$ cat config.mk
export PLATFORM = sky130hd
export DESIGN_NAME = reg_dump_sequencer
export DESIGN_NICKNAME = d
export VERILOG_FILES = /design/src/rtl/reg_dump_sequencer.sv
export SDC_FILE = /design/constraint.sdc
export NUM_CORES = 1
export LEC_CHECK = 0
export ABC_AREA = 1
export BUFFER_PORTS_ARGS = -buffer_cell sky130_fd_sc_hd__buf_2
export CELL_PAD_IN_SITES_DETAIL_PLACEMENT = 1
export CELL_PAD_IN_SITES_GLOBAL_PLACEMENT = 1
export CORE_ASPECT_RATIO = 1.2
export CORE_MARGIN = 3
export CORE_UTILIZATION = 32
export CTS_CLUSTER_DIAMETER = 200
export CTS_CLUSTER_SIZE = 14
export DETAILED_ROUTE_END_ITERATION = 6
export PLACE_DENSITY_LB_ADDON = 0.1
export SYNTH_ARGS = -nofsm -noshare
export SYNTH_HDL_FRONTEND = slang
export SYNTH_SLANG_ARGS = --single-unit
$ cat constraint.sdc
create_clock -name clk -period 2 [get_ports clk]
set_input_delay 0.2 -clock clk [delete_from_list [all_inputs] [get_ports clk]]
set_output_delay 0.2 -clock clk [all_outputs]
set_load 0.005 [all_outputs]
$ cat src/rtl/reg_dump_sequencer.sv
// Register-file dump sequencer: freezes the pipeline, reads each register and streams it LSB first.
// Optional macro REG_DUMP_PC_EN appends the 4-byte PC after the last register.
module reg_dump_sequencer #(
    parameter int NUM_REGS = 32
) (
    input  logic        clk,
    input  logic        rst,
    input  logic        dump_req,
    input  logic [31:0] regDebug_data,
    input  logic [31:0] pc_value,
    input  logic        tx_ready,
    output logic        Debug_on,
    output logic        stop_debug,
    output logic [4:0]  Debug_read_reg,
    output logic [7:0]  tx_data,
    output logic        tx_valid,
    output logic        busy,
    output logic        dump_done
);

    localparam logic [4:0] LastIdx = 5'(NUM_REGS - 1);

`ifdef REG_DUMP_PC_EN
    typedef enum logic [2:0] {IDLE, HALT, ADDR, LATCH, SEND, DONE, PCLD} state_t;
`else
    typedef enum logic [2:0] {IDLE, HALT, ADDR, LATCH, SEND, DONE} state_t;

    logic unusedPc;
    assign unusedPc = ^pc_value;
`endif

    state_t      state, stateNext;
    logic [4:0]  regIdx, regIdxNext;
    logic [1:0]  byteCnt, byteCntNext;
    logic [31:0] shift, shiftNext;

    // Index and outgoing byte come straight from their state flops, so they stay registered.
    assign Debug_read_reg = regIdx;
    assign tx_data        = shift[7:0];

    always_comb begin
        // NOTE: every signal gets a default first so no path through the case infers a latch.
        stateNext   = state;
        regIdxNext  = regIdx;
        byteCntNext = byteCnt;
        shiftNext   = shift;
        case (state)
            IDLE: begin
                if (dump_req) begin
                    stateNext  = HALT;
                    regIdxNext = '0;
                end
            end
            HALT:  stateNext = ADDR;
            ADDR:  stateNext = LATCH;
            LATCH: begin
                shiftNext   = regDebug_data;
                byteCntNext = '0;
                stateNext   = SEND;
            end
            SEND: begin
                if (tx_valid && tx_ready) begin
                    shiftNext   = {8'h00, shift[31:8]};
                    byteCntNext = byteCnt + 2'd1;
                    if (byteCnt == 2'd3) begin
                        if (regIdx != LastIdx) begin
                            regIdxNext = regIdx + 5'd1;
                            stateNext  = ADDR;
                        end else begin
`ifdef REG_DUMP_PC_EN
                            stateNext = PCLD;
`else
                            stateNext = DONE;
`endif
                        end
                    end
                end
            end
`ifdef REG_DUMP_PC_EN
            PCLD: begin
                shiftNext   = pc_value;
                byteCntNext = '0;
                stateNext   = SEND;
            end
`endif
            DONE:    stateNext = IDLE;
            default: stateNext = IDLE;
        endcase
    end

    // Status flags are decoded from the next state so they are flops aligned with the state they describe.
    always_ff @(posedge clk) begin
        if (rst) begin
            state      <= IDLE;
            regIdx     <= '0;
            byteCnt    <= '0;
            shift      <= '0;
            busy       <= 1'b0;
            stop_debug <= 1'b0;
            Debug_on   <= 1'b0;
            tx_valid   <= 1'b0;
            dump_done  <= 1'b0;
        end else begin
            // NOTE: non-blocking assignments so every flop samples pre-edge values.
            state      <= stateNext;
            regIdx     <= regIdxNext;
            byteCnt    <= byteCntNext;
            shift      <= shiftNext;
            busy       <= (stateNext != IDLE);
            stop_debug <= (stateNext != IDLE);
            Debug_on   <= (stateNext != IDLE);
            tx_valid   <= (stateNext == SEND);
            dump_done  <= (stateNext == DONE);
        end
    end

endmodule

### Word level (Yosys, flattened, before mapping)

Index checks and enable logic that the tools add are counted.

* latch bits: 0
* bits in writable memories: 0
* memories: 0
* logic and storage cells: 42
* ROM bits: 0
* register bits: 45
* output and inout bits: 18
* input bits: 68

* bitwise gates (word level): 0
* $add $sub $neg: 2
* equality and inequality tests: 12
* divide/modulo/power cells: 0
* reductions and logical operators: 7
* magnitude comparators: 0
* shift-type cells: 0
* multiply operators: 0
* multiplexer cells: 14

Operators by type and width (count)
* $pmux 32 s2: 1
* $mux 32: 1
* $mux 5: 4
* $pmux 3 s5: 1
* $mux 3: 4
* $pmux 5 s2: 1
* $eq 3x3->1 const B: 3
* $ne 2x2->1 const B: 4
* $eq 3x2->1 const B: 2
* $add 5x1->5 const B: 1
* $ne 5x5->1 const B: 1
* $reduce_and 5->1: 1
* $pmux 2 s2: 1
* $reduce_bool 2->1: 2
* $eq 3x1->1 const B: 1
* $logic_not 3->1: 1
* $reduce_bool 3->1: 1
* $add 2x1->2 const B: 1
* $eq 2x2->1 const B: 1
* $mux 2: 1
* $reduce_and 2->1: 1
* $logic_and 1x1->1: 1

### Longest topological paths before layout

Gate-level depths: netlist (run 1).

* depth in word-level cells: 6
* depth in mapped cells: 10
* gate-level depth less buffers: 10

### Least setup slack after synthesis (run 1)

No wires, ideal clock.

* kind: register to register
* start point: register regIdx[0], in the netlist Debug_read_reg[0]
* end point: register regIdx[3], in the netlist Debug_read_reg[3]
* data required time: 1.885 ns
* setup slack: 0.512 ns
* period minus slack after synthesis: 1.488 ns
* buffers on the path: 0
* arrival time: 1.373 ns
* stages on the path, launching flop included: 11
* setup time: 0.115 ns
* cells stage by stage: dfxtp_1 -> ha_1 -> nand2_1 -> nor2_1 -> ha_1 -> nor2_1 -> nand2_1 -> nand2_1 -> nand3_1 -> nand2_1 -> nor2_1

* word-level cells in the longest chain between the ends: 5
* elaborated cells between the ends (all ways): 8
* those cells by class: add/sub: 1; eq/ne: 2; mux: 4; reduce/logical: 1

RTL lines
* start, declared: RTL line 33 `logic [4:0] regIdx, regIdxNext;`
* start signal, assigned: RTL line 106 `regIdx <= regIdxNext;`
* $add 5x1->5: RTL line 67 `regIdxNext = regIdx + 5'd1;`
* $mux 5: RTL line 66 `if (regIdx != LastIdx) begin`
* $mux 5: RTL line 65 `if (byteCnt == 2'd3) begin`
* $mux 5: RTL line 62 `if (tx_valid && tx_ready) begin`
* $pmux 5 s2: RTL line 47 `case (state)`

Several ways; a longest one is shown, not always the timed one. The select of a mux whose other input is x is not followed.
A chain may end at the register's enable or synchronous reset.

### Worst setup path after layout (run 1)

Same ends and word-level chain as after synthesis.

==> results_dict.tcl, run 1 <==
set metrics [dict create \
    async_flop_share_pct 0 \
    cp_common_cell "nand2_1" \
    power_switching_mw 0.4523 \
    viasPerCell 4.656 \
    synth_top_area_cell "dfxtp_1" \
    hpwl_um 3684 \
    cp_num_cells 10 \
    setup_viol 0 \
    post_cts_buffers 0 \
    nNetsFinal 421 \
    ff2ff_path_depth 10 \
    final.period_utilization_pct 86.36 \
    drc_errors 0 \
    synth_seq_area_share_pct 43.06 \
    ant_nets 0 \
    leakagePower_nw 1.263 \
    antenna_found_initial 0 \
    min_period_ns 1.727 \
    grt_use_total_pct 15.62 \
    rows 31 \
    wl_per_cell_um 12.38 \
    vias 2016 \
    syn_avg_cell_area_um2 6.792 \
    crit_slowest_cell "dfxtp_1" \
    drt_iter0_markers 66 \
    h-tree-depth 2 \
    core_um2 6167 \
    ys_warn_count 0 \
    hold_class "in -> reg" \
    finalSetupTns_ns 0 \
    synth_top_area_share_pct 43.06 \
    tritoncts "yes" \
    worstPathRequired_ns 2.20 \
    whs_path_depth 3 \
    synth_nets 379 \
    slew-limit-headroom_pct 72.23 \
    numPortBuffers 53 \
    clock_skew_ns 0.005366 \
    fmaxAchievable_mhz 579.0 \
    n_antenna_cell 0 \
    cts_root_buf "clkbuf_8" \
    critical_path_class "reg -> reg" \
    worst_slack_ns 0.2729 \
    dieArea_um2 7548 \
    gp_congestion 0.8011 \
    intPower_mw 1.337 \
    ys.flop_type "dfxtp_1" \
    power_frac_comb_pct 11.9 \
    crit_buf_inv 0 \
    path_max_fanout 7 \
    ys_top_cells_by_count "nand2_1, nor2_1, dfxtp_1, o21ai_0" \
    grt_max_degree 28 \
    ctsHoldBuffers 0 \
    die_w_um 79.81 \
    synth_edf_count 0 \
    seq_power_share_pct 53.4 \
    drv_slew 0 \
    worst_setup_path_start_kind "flip-flop" \
    worst_slew_pin_slew_ns 0.4161 \
    num_io_pins 86 \
    drv_cap 0 \
    crit_chain "ha_1 > nand2_1 > nor2_1 > ha_1 > nor2_1 > nand2_1 > nand2_1 > nand3_1 > nand2_1 > nor2_1" \
    pre_cts_ws_ns 0.2947 \
    yosysMostFrequentCell "nand2_1" \
    drive_gt1_share_pct 21.37 \
    synthesis.area_um2 2092 \
    synth_area_leaders "dfxtp_1, nand2_1, nor2_1" \
    end_kind "flip-flop" \
    ys_ff_latch 45 \
    clkPwrFrac_pct 34.7 \
    firstDrtPassIters 4 \
    hold_violations 0 \
    cp.arrival_ns 1.92 \
    start_util_pct 33.92 \
    ctsResizeCount 0 \
    grt_setup_unrepaired "no" \
    crit_family "simple AND/OR/NAND/NOR gates" \
    grt-ovfl-total 0 \
    cts_buffers 5 \
    cp_slowest_stage_delay_ns 0.34 \
    clk_pin_slew_ns 0.09 \
    status "completed" \
    grt_pass1_vias 2097 \
    largest_reg_flops 32 \
    fill_cells 813 \
    cts_buffer_depth 2 \
    yosysUniqueCellTypes 26 \
    cts.sinks 45 \
    wl_um 5359 \
    p_sw_share_pct 25.28 \
    ir_worst_vdd_mv 0.2244 \
    die_h_um 94.57 \
    netlist_instances 308 \
    clock_latency_ns 0.30 \
    syn2layout_area_growth_pct 17.52 \
    power_density_nw_per_um2 727.8 \
    grt_pass1_wl_um 9397 \
]
[cell usage in the layout, fill, tap and decap left out, drive strengths merged]
| cell | netlist | final |
|---|---|---|
| a21oi | 13 | 13 |
| a22oi | 2 | 2 |
| a31oi | 1 | 1 |
| and3 | 1 | 1 |
| buf | 21 | 59 |
| clkbuf | 3 | 7 |
| clkinv | 0 | 1 |
| dfxtp | 45 | 45 |
| ha | 3 | 3 |
| inv | 10 | 10 |
| nand2 | 102 | 102 |
| nand3 | 8 | 8 |
| nand4 | 2 | 2 |
| nor2 | 62 | 62 |
| nor3 | 1 | 1 |
| nor3b | 1 | 1 |
| o211ai | 1 | 1 |
| o21a | 1 | 1 |
| o21ai | 30 | 30 |
| o21bai | 1 | 1 |
[routing by layer]
metal	track usage, %	vias to the layer above	wire length [um]
met5	0	-	0
met1	19.05	914	2487
met3	3.531	6	234
met4	5.070	0	61
li1	-	1051	-
met2	27.09	45	2575
[worst paths after layout]
check | start | endpoint | slack [ns]
max | Debug_read_reg[0] | Debug_read_reg[3] | 0.27
min | regDebug_data[31] | shift[31] | 0.14
max reg2reg | Debug_read_reg[0] | Debug_read_reg[3] | 0.27
min reg2reg | shift[27] | shift[27] | 0.47
[worst register-to-register path, stage by stage (launching register included)]
cell and delay (ns):
dfxtp_1 0.34, ha_1 0.21, nand2_1 0.08, nor2_1 0.04, ha_1 0.18, nor2_1 0.14, nand2_1 0.17, nand2_1 0.25
nand3_1 0.10, nand2_1 0.08, nor2_1 0.04
[cell families after synthesis]
group                    share of synthesized area (%)
AND/OR/NAND/NOR                                  33.31
AO/OA/AOI/OAI                                    12.38
flip-flops                                       43.06
buffers and inverters                            9.449
adder cells (fa/ha/maj)                          1.794
[metrics by stage]
| step | power (mW) | std cells | hold WS, ns | instance area [um2] | util, % |
|---|---|---|---|---|---|
| 2_1_floorplan | 1.116 | 308 | 0.2691 | 2092 | - |
| 3_3_place_gp | 1.190 | 425 | 0.4531 | 2357 | 38.22 |
| 3_5_place_dp | 1.193 | 425 | 0.4556 | 2357 | 38.22 |
| 4_1_cts | 1.823 | 433 | 0.1343 | 2459 | 39.87 |
| 5_1_grt | 1.896 | 433 | 0.1326 | 2459 | 39.87 |
| 6_report | 1.789 | 433 | 0.1446 | 2459 | 39.87 |
[final cells by class]
| type | count | area [um2] | share of cell area, % |
|---|---|---|---|
| clock buffers | 7 | 96.34 | 3.919 |
| clock inverters | 1 | 5.005 | 0.2036 |
| inverters | 10 | 37.54 | 1.527 |
| multi-input cells | 229 | 993.5 | 40.41 |
| flip-flops and latches | 45 | 900.9 | 36.64 |
| well taps | 82 | 102.6 | 4.173 |
| repair buffers | 59 | 322.8 | 13.13 |
[power groups by stage]
stage / combinational [mW] / sequential, mW / clock (mW)
after floorplan: 0.142 / 0.974 / 0
after global placement: 0.214 / 0.976 / 0
after detailed placement: 0.216 / 0.977 / 0
after CTS: 0.217 / 0.956 / 0.650
after global routing: 0.250 / 0.962 / 0.685
final: 0.213 / 0.956 / 0.621
(Power assumes the default switching activity.)
==> run 2: changes to the inputs <==
==> constraint.sdc (replaced) <==
create_clock -name clk -period 2 [get_ports clk]
set_input_delay 0.4 -clock clk [delete_from_list [all_inputs] [get_ports clk]]
set_output_delay 0.4 -clock clk [all_outputs]
set_load 0.005 [all_outputs]
==> results_dict.tcl, run 2 (synthesized netlist as in run 1, its figures left out) <==
set metrics [dict create \
    status "completed" \
    die_w_um 79.81 \
    dpl_cell_area_um2 2357 \
    worst_slew_pin_slew_ns 0.4447 \
    die_h_um 94.57 \
    clock_latency_ns 0.29 \
    mostFrequentLayoutCells "nand2_1, nor2_1, buf_2, dfxtp_1, o21ai_0" \
    cts_buffers 5 \
    ff2ff_path_depth 10 \
    multi_input_area_um2 993.5 \
    nNetsFinal 421 \
    cp_num_cells 10 \
    ctsHoldBuffers 0 \
    largest_reg_flops 32 \
    cp.arrival_ns 1.90 \
    grt_pass1_wl_um 9321 \
    cp_slowest_stage_delay_ns 0.35 \
    clock_skew_ns 0.006944 \
    min_period_ns 1.709 \
    post_cts_buffers 0 \
    slew-limit-headroom_pct 70.32 \
    setup_viol 0 \
    seqCellArea_um2 900.9 \
    drive_gt1_share_pct 21.37 \
    rows 31 \
    gp_congestion 0.8001 \
    worst_slack_ns 0.2910 \
    ir_worst_vdd_mv 0.2313 \
    end_kind "flip-flop" \
    fill_cells 818 \
    drv_slew 0 \
    top_usage_layer "met2" \
    ant_nets 0 \
    critical_path_class "reg -> reg" \
    use_met2_pct 26.46 \
    fmaxAchievable_mhz 585.1 \
    finalInstanceArea_um2 2459 \
    syn2layout_area_growth_pct 17.52 \
    n_antenna_cell 0 \
    pre_cts_ws_ns 0.3013 \
    cp_common_cell "nand2_1" \
    crit_buf_inv 0 \
    cts_buffer_depth 2 \
    crit_slowest_cell "dfxtp_1" \
    grt_max_degree 28 \
    num_io_pins 86 \
    drc_errors 0 \
    start_util_pct 33.92 \
    leakagePower_nw 1.263 \
    grt-ovfl-total 0 \
    hpwl_um 3661 \
    crit_chain "ha_1 > nand2_1 > nor2_1 > ha_1 > nor2_1 > nand2_1 > nand2_1 > nand3_1 > nand2_1 > nor2_1" \
    final.period_utilization_pct 85.45 \
    core_um2 6167 \
    use_met1_pct 19.37 \
    wl_um 5296 \
    grt_use_total_pct 15.44 \
    drt_iter0_markers 42 \
    r2r_setup_slack_ns 0.29 \
    finalSetupTns_ns 0 \
    path_max_fanout 7 \
    dieArea_um2 7548 \
    layout_commonest_cell "nand2_1" \
    power_density_nw_per_um2 724.8 \
    antenna_found_initial 0 \
    drv_cap 0 \
    cts_root_buf "clkbuf_8" \
    hold_class "in -> reg" \
    crit_family "simple AND/OR/NAND/NOR gates" \
    ctsResizeCount 0 \
    cts.sinks 45 \
    viasPerCell 4.665 \
    vias 2020 \
    wl_per_cell_um 12.23 \
    worstPathRequired_ns 2.19 \
    tritoncts "yes" \
    clk_pin_slew_ns 0.08 \
    numPortBuffers 53 \
    use_met3_pct 3.435 \
    hold_violations 0 \
    h-tree-depth 2 \
    whs_path_depth 3 \
    grt_pass1_vias 2039 \
    worst_setup_path_start_kind "flip-flop" \
    firstDrtPassIters 4 \
    grt_setup_unrepaired "no" \
]
[run 2: cell counts in the layout (fill, tap and decap cells not counted)]
Identical to the previous run, type by type.
[run 2: metrics by stage]
stage / total power [mW] / cells / utilization [%] / hold slack [ns]
after floorplan: 1.116 / 308 / - / 0.4390
after detailed placement: 1.193 / 425 / 38.22 / 0.4556
final: 1.782 / 433 / 39.87 / 0.3474
after CTS: 1.822 / 433 / 39.87 / 0.3395
after global routing: 1.887 / 433 / 39.87 / 0.3395
after global placement: 1.190 / 425 / 38.22 / 0.4531
[run 2: final cells by class]
type                    instances  area share [%]
well taps                      82           4.173
flip-flops and latches         45           36.64
inverters                      10           1.527
repair buffers                 59           13.13
clock inverters                 1          0.2036
clock buffers                   7           3.919
multi-input cells             229           40.41
[run 2: layer usage]
metal / routed length (um) / vias to the layer above / share of wire [%]
li1: - / 1052 / -
met3: 229 / 6 / 4.3
met4: 65 / 0 / 1.2
met5: 0 / - / 0
met1: 2473 / 928 / 47
met2: 2528 / 34 / 48
[run 2: final timing paths]
kind | start | endpoint
max | Debug_read_reg[0] | Debug_read_reg[3]
min | regDebug_data[31] | shift[31]
max reg2reg | Debug_read_reg[0] | Debug_read_reg[3]
min reg2reg | shift[26] | shift[26]
[run 2: tightest hold or removal path: cells and delay by family]
kind	cells	cell delay, ns
compound gates	1	0.05
buf+inv	1	0.09
simple gates	1	0.05
[run 2: where the power goes]
| group | internal [mW] | switching (mW) |
|---|---|---|
| clock network | 0.313 | 0.301 |
| registers | 0.932 | 0.0240 |
| logic | 0.0924 | 0.120 |
| total | 1.34 | 0.445 |
==> run 3: changes to the inputs <==
--- a/config.mk
+++ b/config.mk
@@ -6,15 +6,15 @@
 export NUM_CORES = 1
 export LEC_CHECK = 0
 export ABC_AREA = 1
-export BUFFER_PORTS_ARGS = -buffer_cell sky130_fd_sc_hd__buf_2
 export CELL_PAD_IN_SITES_DETAIL_PLACEMENT = 1
 export CELL_PAD_IN_SITES_GLOBAL_PLACEMENT = 1
 export CORE_ASPECT_RATIO = 1.2
 export CORE_MARGIN = 3
-export CORE_UTILIZATION = 32
+export CORE_UTILIZATION = 42
 export CTS_CLUSTER_DIAMETER = 200
 export CTS_CLUSTER_SIZE = 14
 export DETAILED_ROUTE_END_ITERATION = 6
+export DONT_BUFFER_PORTS = 1
 export PLACE_DENSITY_LB_ADDON = 0.1
 export SYNTH_ARGS = -nofsm -noshare
 export SYNTH_HDL_FRONTEND = slang
==> results_dict.tcl, run 3 (synthesized netlist as in run 1, its figures left out) <==
set metrics [dict create \
    start_util_pct 44.55 \
    end_kind "flip-flop" \
    ctsResizeCount 0 \
    worst_slew_pin_slew_ns 0.5244 \
    tritoncts "yes" \
    n_antenna_cell 0 \
    grt_pass1_vias 1930 \
    fill_cells 624 \
    ff2ff_path_depth 10 \
    fmaxAchievable_mhz 591.2 \
    grt_pass1_wl_um 8721 \
    critical_path_class "reg -> reg" \
    grt-ovfl-total 0 \
    whs_path_depth 1 \
    wl_per_cell_um 13.89 \
    numPortBuffers 0 \
    final.period_utilization_pct 84.58 \
    die_w_um 70.43 \
    vias 1830 \
    fin_util_pct 45.35 \
    drt_iter0_markers 66 \
    grt_use_total_pct 18.25 \
    syn2layout_area_growth_pct 1.794 \
    hold_violations 0 \
    clock_skew_ns 0.008042 \
    slew-limit-headroom_pct 64.92 \
    h-tree-depth 2 \
    worstPathRequired_ns 2.20 \
    seqCellArea_um2 900.9 \
    min_period_ns 1.692 \
    cts.sinks 45 \
    multi_input_area_um2 993.5 \
    final_cells 356 \
    hpwl_um 3524 \
    ir_worst_vdd_mv 0.3999 \
    rows 27 \
    firstDrtPassIters 4 \
    dieArea_um2 5867 \
    drv_slew 0 \
    core_um2 4696 \
    drc_errors 0 \
    dp.cells 348 \
    r2r_setup_slack_ns 0.31 \
    die_h_um 83.31 \
    grt_setup_unrepaired "no" \
    viasPerCell 5.140 \
    r2r-end "Debug_read_reg[3]" \
    wl_um 4946 \
    hold_class "in -> reg" \
    drv_cap 0 \
    antenna_found_initial 0 \
    layout_commonest_cell "nand2_1" \
    mostFrequentLayoutCells "nand2_1, nor2_1, dfxtp_1, o21ai_0, a21oi_1" \
    cts_buffer_depth 2 \
    largest_reg_flops 32 \
    cp.arrival_ns 1.89 \
    status "completed" \
    power_density_nw_per_um2 776.4 \
    clock_latency_ns 0.29 \
    reg2reg_from "Debug_read_reg[0]" \
    num_io_pins 86 \
    finalSetupTns_ns 0 \
    nNetsFinal 368 \
    leakagePower_nw 1.008 \
    min_from "rst" \
    drive_gt1_share_pct 6.376 \
    cts_root_buf "clkbuf_8" \
    cts_buffers 5 \
    setup_viol 0 \
    ctsHoldBuffers 0 \
    power_mw 1.653 \
    path_max_fanout 7 \
    worst_setup_path_start_kind "flip-flop" \
    holdPathEnd "dump_done" \
    clk_pin_slew_ns 0.08 \
    gp_congestion 0.7811 \
    grt_max_degree 29 \
    ant_nets 0 \
    post_cts_buffers 0 \
]
-- run 3: changes by cell type in the layout (fill, tap and decap cells not counted) --
cell	change
buf_12	-1
clkbuf_1	+3
clkbuf_8	-2
buf_4	+1
clkinv_2	-1
buf_2	-53
-- run 3: cell type report --
type / count / share of cell area (%)
clock buffers: 8 / 3.760
inverters: 10 / 1.763
multi-input cells: 229 / 46.65
flip-flops and latches: 45 / 42.30
well taps: 58 / 3.408
repair buffers: 6 / 2.115
-- run 3: metal layers --
layer / vias up / share of wire [%] / wire [um] / track usage (%)
met5: - / 0 / 0 / 0
met4: 0 / 1.4 / 68 / 5.749
met3: 4 / 4.1 / 205 / 3.753
met2: 34 / 51 / 2498 / 31.77
met1: 849 / 44 / 2174 / 22.18
li1: 943 / - / - / -
-- run 3: worst max path at each step --
stage	startpoint	to	slack, ns	cells after the start
6_report	Debug_read_reg[0]	Debug_read_reg[3]	0.31	10
5_1_grt	Debug_read_reg[0]	Debug_read_reg[4]	0.09	9
4_1_cts	Debug_read_reg[0]	Debug_read_reg[3]	0.27	10
3_5_place_dp	Debug_read_reg[0]	Debug_read_reg[3]	0.29	10
3_3_place_gp	Debug_read_reg[0]	Debug_read_reg[3]	0.33	10
2_1_floorplan	Debug_read_reg[0]	Debug_read_reg[3]	0.51	10
-- run 3: power by group --
group / leakage (nW) / switching (mW) / total, mW / internal [mW]
registers: 0.365 / 0.0299 / 0.962 / 0.932
clock network: 0.0395 / 0.295 / 0.544 / 0.249
logic: 0.604 / 0.0936 / 0.147 / 0.0536
-- run 3: stage by stage --
step	setup WS, ns	area, um2	hold slack (ns)
2_1_floorplan	0.5119	2092	0.4390
3_3_place_gp	0.3335	2049	0.4440
3_5_place_dp	0.2894	2049	0.4479
4_1_cts	0.2740	2130	0.1566
5_1_grt	0.08693	2130	0.1493
6_report	0.3084	2130	0.1612
-- run 3: critical path, stage by stage (launching register included) --
cell and delay [ns]:
dfxtp_1 0.36, ha_1 0.23, nand2_1 0.09, nor2_1 0.04, ha_1 0.19, nor2_1 0.16, nand2_1 0.12, nand2_1 0.19
nand3_1 0.10, nand2_1 0.07, nor2_1 0.04
